**config.mk**
```make
export PLATFORM = sky130hd
export DESIGN_NAME = sub_64_iter
export DESIGN_NICKNAME = d
export VERILOG_FILES = /design/src/rtl/sub64_pkg.sv /design/src/rtl/sub_slice16.sv /design/src/rtl/sub_64_iter.sv
export SDC_FILE = /design/constraint.sdc
export NUM_CORES = 1
export LEC_CHECK = 0
export BUFFER_PORTS_ARGS = -buffer_cell sky130_fd_sc_hd__buf_2
export CORE_ASPECT_RATIO = 0.9
export CORE_UTILIZATION = 39
export CTS_CLUSTER_SIZE = 10
export DETAILED_ROUTE_END_ITERATION = 10
export REMOVE_ABC_BUFFERS = 1
export SLEW_MARGIN = 5
export SYNTH_ARGS = -nofsm -noshare
export SYNTH_HDL_FRONTEND = slang
export SYNTH_SLANG_ARGS = --single-unit
```
**constraint.sdc**
```tcl
create_clock -name clk -period 5 [get_ports clk]
set_input_delay 0.5 -clock clk [delete_from_list [all_inputs] [get_ports clk]]
set_output_delay 0.5 -clock clk [all_outputs]
set_load 0.01 [all_outputs]
```
**src/rtl/sub64_pkg.sv**
```systemverilog
// Shared constants and state encoding for the iterative 64-bit subtractor.
package sub64_pkg;
  localparam int WIDTH  = 64;
  localparam int SLICE  = 16;
  localparam int NSLICE = WIDTH / SLICE;
  localparam int IDX_W  = $clog2(NSLICE);

  typedef enum logic [1:0] {
    S_IDLE = 2'd0,
    S_RUN  = 2'd1,
    S_DONE = 2'd2
  } state_e;
endpackage

```
**src/rtl/sub_slice16.sv**
```systemverilog
// One 16-bit subtract slice: a + ~b + cin, carry out is the inverted borrow.
module sub_slice16
  import sub64_pkg::*;
(
  input  logic [SLICE-1:0] a,
  input  logic [SLICE-1:0] b,
  input  logic             cin,
  output logic [SLICE-1:0] s,
  output logic             cout
);
  always_comb begin
    {cout, s} = {1'b0, a} + {1'b0, ~b} + {{SLICE{1'b0}}, cin};
  end
endmodule

```
**src/rtl/sub_64_iter.sv**
```systemverilog
// Multi-cycle 64-bit subtractor, one slice per clock, LSB slice first.
// Handshake: a transfer happens on a rising edge where valid && ready are both high;
// in_ready is high only in IDLE, out_valid only in DONE, and results hold until taken.
module sub_64_iter
  import sub64_pkg::*;
(
  input  logic             clk,
  input  logic             rst_n,
  input  logic             in_valid,
  output logic             in_ready,
  input  logic [WIDTH-1:0] a,
  input  logic [WIDTH-1:0] b,
  input  logic             borrow_in,
  output logic             out_valid,
  input  logic             out_ready,
  output logic [WIDTH-1:0] diff,
  output logic             borrow_out,
  output logic             ovf,
  output logic             zero,
  output logic [1:0]       dbg_state
);
  state_e             state_q, state_d;
  logic [IDX_W-1:0]   idx_q, idx_d;
  logic               carry_q, carry_d;
  logic [WIDTH-1:0]   a_q, a_d, b_q, b_d, diff_q, diff_d;
  logic               borrow_q, borrow_d, ovf_q, ovf_d, zero_q, zero_d;
  logic [SLICE-1:0]   slice_s;
  logic               slice_c;
  logic               last_slice;

  sub_slice16 u_slice (
    .a    (a_q[idx_q*SLICE +: SLICE]),
    .b    (b_q[idx_q*SLICE +: SLICE]),
    .cin  (carry_q),
    .s    (slice_s),
    .cout (slice_c)
  );

  assign last_slice = (idx_q == IDX_W'(NSLICE-1));

  always_ff @(posedge clk or negedge rst_n) begin
    if (!rst_n) begin
      state_q  <= S_IDLE;
      idx_q    <= '0;
      carry_q  <= 1'b0;
      a_q      <= '0;
      b_q      <= '0;
      diff_q   <= '0;
      borrow_q <= 1'b0;
      ovf_q    <= 1'b0;
      zero_q   <= 1'b0;
    end else begin
      state_q  <= state_d;
      idx_q    <= idx_d;
      carry_q  <= carry_d;
      a_q      <= a_d;
      b_q      <= b_d;
      diff_q   <= diff_d;
      borrow_q <= borrow_d;
      ovf_q    <= ovf_d;
      zero_q   <= zero_d;
    end
  end

  always_comb begin
    state_d = state_q;
    case (state_q)
      S_IDLE:  if (in_valid) state_d = S_RUN;
      S_RUN:   if (last_slice) state_d = S_DONE;
      S_DONE:  if (out_ready) state_d = S_IDLE;
      default: state_d = S_IDLE;
    endcase
  end

  always_comb begin
    idx_d    = idx_q;
    carry_d  = carry_q;
    a_d      = a_q;
    b_d      = b_q;
    diff_d   = diff_q;
    borrow_d = borrow_q;
    ovf_d    = ovf_q;
    zero_d   = zero_q;
    case (state_q)
      S_IDLE: begin
        if (in_valid) begin
          a_d     = a;
          b_d     = b;
          carry_d = ~borrow_in;
          idx_d   = '0;
        end
      end
      S_RUN: begin
        diff_d[idx_q*SLICE +: SLICE] = slice_s;
        carry_d = slice_c;
        idx_d   = idx_q + IDX_W'(1);
        // Flags are taken from the fully assembled result on the final slice edge.
        if (last_slice) begin
          borrow_d = ~slice_c;
          ovf_d    = (a_q[WIDTH-1] != b_q[WIDTH-1]) && (diff_d[WIDTH-1] != a_q[WIDTH-1]);
          zero_d   = ~|diff_d;
        end
      end
      default: ;
    endcase
  end

  always_comb begin
    in_ready   = (state_q == S_IDLE);
    out_valid  = (state_q == S_DONE);
    diff       = diff_q;
    borrow_out = borrow_q;
    ovf        = ovf_q;
    zero       = zero_q;
    dbg_state  = state_q;
  end
endmodule

```
==> summary.md <==
| Metric | Value |
|---|---|
| Asr flop ratio synth | `100%` |
| Final Max Tran Viols | `0` |
| H-tree Lvls | `4` |
| Most used cell, CP | `a211oi_2` |
| Final period util | `81.9%` |
| CTS Buf Count | `17` |
| Fillers | `2284` |
| Antenna Diode Count | `0` |
| Post-synth EDFFs | `0` |
| Max Cap Violations | `0` |
| Most common cell after layout, fill and taps aside | `nand2_1` |
| Min cycle time layout | `4090 ps` |
| Synth unique cells | `51` |
| Global-route usage over all layers | `21.8%` |
| Failing checks | `design-rule violations` |
| 1st-iter DRT viols | `720` |
| DIE WIDTH | `166 um` |
| Largest net degree at the start of global routing | `105` |
| Vias per cell | `5.16` |
| Syn Area/Cell | `9.59 um2` |
| Critical path startpoint category | `flop` |
| CTS tree | `yes` |
| DRC | `13` |
| Detailed Routing Iterations Pass 1 | `8` |
| Final core utilization | `48.2%` |
| Critical Path RT | `5340 ps` |
| Yosys Warn Count | `0` |
| Crit-path slowest cell | `dfrtp_2` |
| Drt total wl | `25700 um` |
| Per-cell routed wire length | `17.3 um` |
| Later-pin clock latency in the skew report | `440 ps` |
| Antenna violations before repair | `0` |
| Layout cells sized above 1 | `24.9%` |
| Rows | `53` |
| Flops & latches, synth | `200` |
| Syn Std Cell Area | `9430 um2` |
| Hold Buf Count CTS | `0` |
| Count of final hold-check violations | `0` |
| PnR worst setup slack | `907 ps` |
| Max transition margin | `37.2%` |
| Critical path, cell by cell | `buf_12, mux4_2, fa_1, a211oi_2, nor3b_1, a211oi_2, xnor2_1, or4b_1, a22oi_2, nand4_1, o41ai_2` |
| Max Clk Rate | `0.244 GHz` |
| Prevailing post-synth register cell | `dfrtp_1` |
| Clk buf depth | `2` |
| Endpoint class of the critical path | `flop` |
| Placer congestion estimate | `0.851` |
| Starting Density | `40.0%` |
| Clock root buffer | `clkbuf_16` |
| Post-cts resize count | `0` |
| Worst Skew | `10.4 ps` |
| Unrepaired setup endpoints after global routing | `false` |
| Vias in the first global route | `7719` |
| Pre-CTS WS | `869 ps` |
| Worst-margin pin slew | `943 ps` |
| Area growth, synth to finish | `20.5%` |
| Post-CTS Setup Bufs | `0` |
| Run status | `finished with violations` |
| Hold WS | `146 ps` |
| Most frequent cells in the layout | `434 x nand2_1, 202 x buf_2, 198 x dfrtp_1` |
| Multi-input logic area | `4160 um2` |
| First-pass GRT wire length | `41900 um` |
| Final setup violation count | `0` |
| Port-buffer cells | `203` |
| CP Data Arrival Time | `4430 ps` |
| Register area | `5010 um2` |
| Die area | `24800 um2` |
| Setup CP Type | `reg2reg` |
| Final ANT Viol Nets | `0` |
| Hold Crit Class | `in2async` |
| Nets@finish | `1324` |
| Grt ovf | `0` |
| Worst stage delay on the critical path | `590 ps` |
| Clk slew on worst S/H paths | `70 ps` |
| CTS Sinks | `200` |
| Die Ht | `150 um` |
| Setup_tns | `0 ps` |
| IO Pins | `204` |
| Register area share after synthesis | `53.1%` |
| Total number of vias | `7652` |
| Core area | `23500 um2` |
| Worst R2R Path Depth | `11` |
| DPL Wire Length | `18400 um` |
| Critical path fanouts, max | `33` |
| Syn Inst Count | `983` |
synthesized netlist by cell type, types with 2 or more instances:
| cell | instances | area, um2 |
|---|---|---|
| a22o_1 | 35 | 307 |
| buf_1 | 5 | 18.8 |
| mux4_2 | 32 | 721 |
| a31oi_1 | 3 | 18.8 |
| nor2b_1 | 5 | 31.3 |
| a211o_1 | 3 | 26.3 |
| o21bai_1 | 2 | 15.0 |
| xnor2_1 | 7 | 61.3 |
| o2111ai_1 | 2 | 17.5 |
| and2_1 | 5 | 31.3 |
| a211oi_2 | 2 | 25.0 |
| nor4_1 | 12 | 75.1 |
| a21o_1 | 4 | 30.0 |
| fa_1 | 2 | 40.0 |
| a41oi_1 | 2 | 17.5 |
| a22o_2 | 4 | 40.0 |
| ha_1 | 21 | 263 |
| o21a_1 | 2 | 15.0 |
| buf_2 | 2 | 10.0 |
| xor2_1 | 8 | 70.1 |
| mux2i_1 | 3 | 30.0 |
| nand2b_1 | 3 | 18.8 |
| o211ai_1 | 2 | 15.0 |
| nand3_1 | 9 | 45.0 |
| o21ai_0 | 36 | 180 |
| o21ai_1 | 2 | 10.0 |
| nor3_1 | 9 | 45.0 |
| clkbuf_1 | 40 | 150 |
| nand4_1 | 4 | 25.0 |
| nor2_1 | 15 | 56.3 |
| dfrtp_1 | 200 | 5000 |
| inv_1 | 25 | 93.8 |
| o31ai_1 | 3 | 22.5 |
| a21oi_1 | 23 | 115 |
| nand2_1 | 435 | 1630 |
layer usage:
layer / share of wire (%) / vias up / global-route usage, %
li1: - / 3688 / -
met1: 48 / 3688 / 31.5
met2: 45 / 250 / 34.2
met3: 5.6 / 26 / 3.68
met4: 1.3 / 0 / 5.75
met5: 0 / - / 0
per-stage QoR:
step / area [um2] / std cells
after floorplan: 9250 / 936
after global placement: 10800 / 1451
after global routing: 11400 / 1483
after detailed placement: 10800 / 1451
after CTS: 11400 / 1483
final: 11400 / 1483
state kept, by name (all words and copies together) (netlist names):
signal	count
carry_q	1
borrow_out	1
zero	1
a_q	64
ovf	1
diff	64
dbg_state	2
b_q	64
idx_q	2
cell families (layout without fill, tap and decap cells):
group / after synthesis / count (layout) / share of synthesized area, %
adder cells (fa/ha/maj): 23 / 23 / 3.21
AND/OR/NAND/NOR: 505 / 505 / 21.5
multiplexers: 36 / 36 / 8.08
buffers and inverters: 72 / 270 / 2.89
XOR/XNOR: 15 / 15 / 1.39
AO/OA/AOI/OAI: 132 / 132 / 9.81
flip-flops: 200 / 200 / 53.1
worst paths after layout:
check,slack (ps),end,startpoint
setup / recovery,910,zero,idx_q[0]
hold / removal,150,diff[54],rst_n
setup reg to reg,910,zero,idx_q[0]
hold reg to reg,470,a_q[50],a_q[50]
max in group asynchronous,3840,a_q[52],rst_n
min in group clk,240,b_q[62],b[62]
cell type report:
| cell class | instances | share of cell area [%] |
|---|---|---|
| Timing Repair Buffer | 213 | 9.91 |
| Clock buffer | 17 | 3.75 |
| Multi-Input combinational cell | 711 | 36.6 |
| Sequential cell | 200 | 44.1 |
| Inverter | 25 | 0.826 |
| Tap cell | 302 | 3.33 |
| Clock inverter | 15 | 1.47 |
worst max-delay path: cells and delay by family (launching register included):
| family | cells | cell delay (ps) |
|---|---|---|
| AO/OA/AOI/OAI | 4 | 990 |
| AND/OR/NAND/NOR | 3 | 820 |
| flip-flops | 1 | 590 |
| multiplexers | 1 | 580 |
| adder cells (fa/ha/maj) | 1 | 490 |
| buffers and inverters | 1 | 310 |
| XOR/XNOR | 1 | 240 |
Power is left out: the tool's default activity adds up to more than one toggle a clock period on the data nets, which glitch-free logic cannot reach.
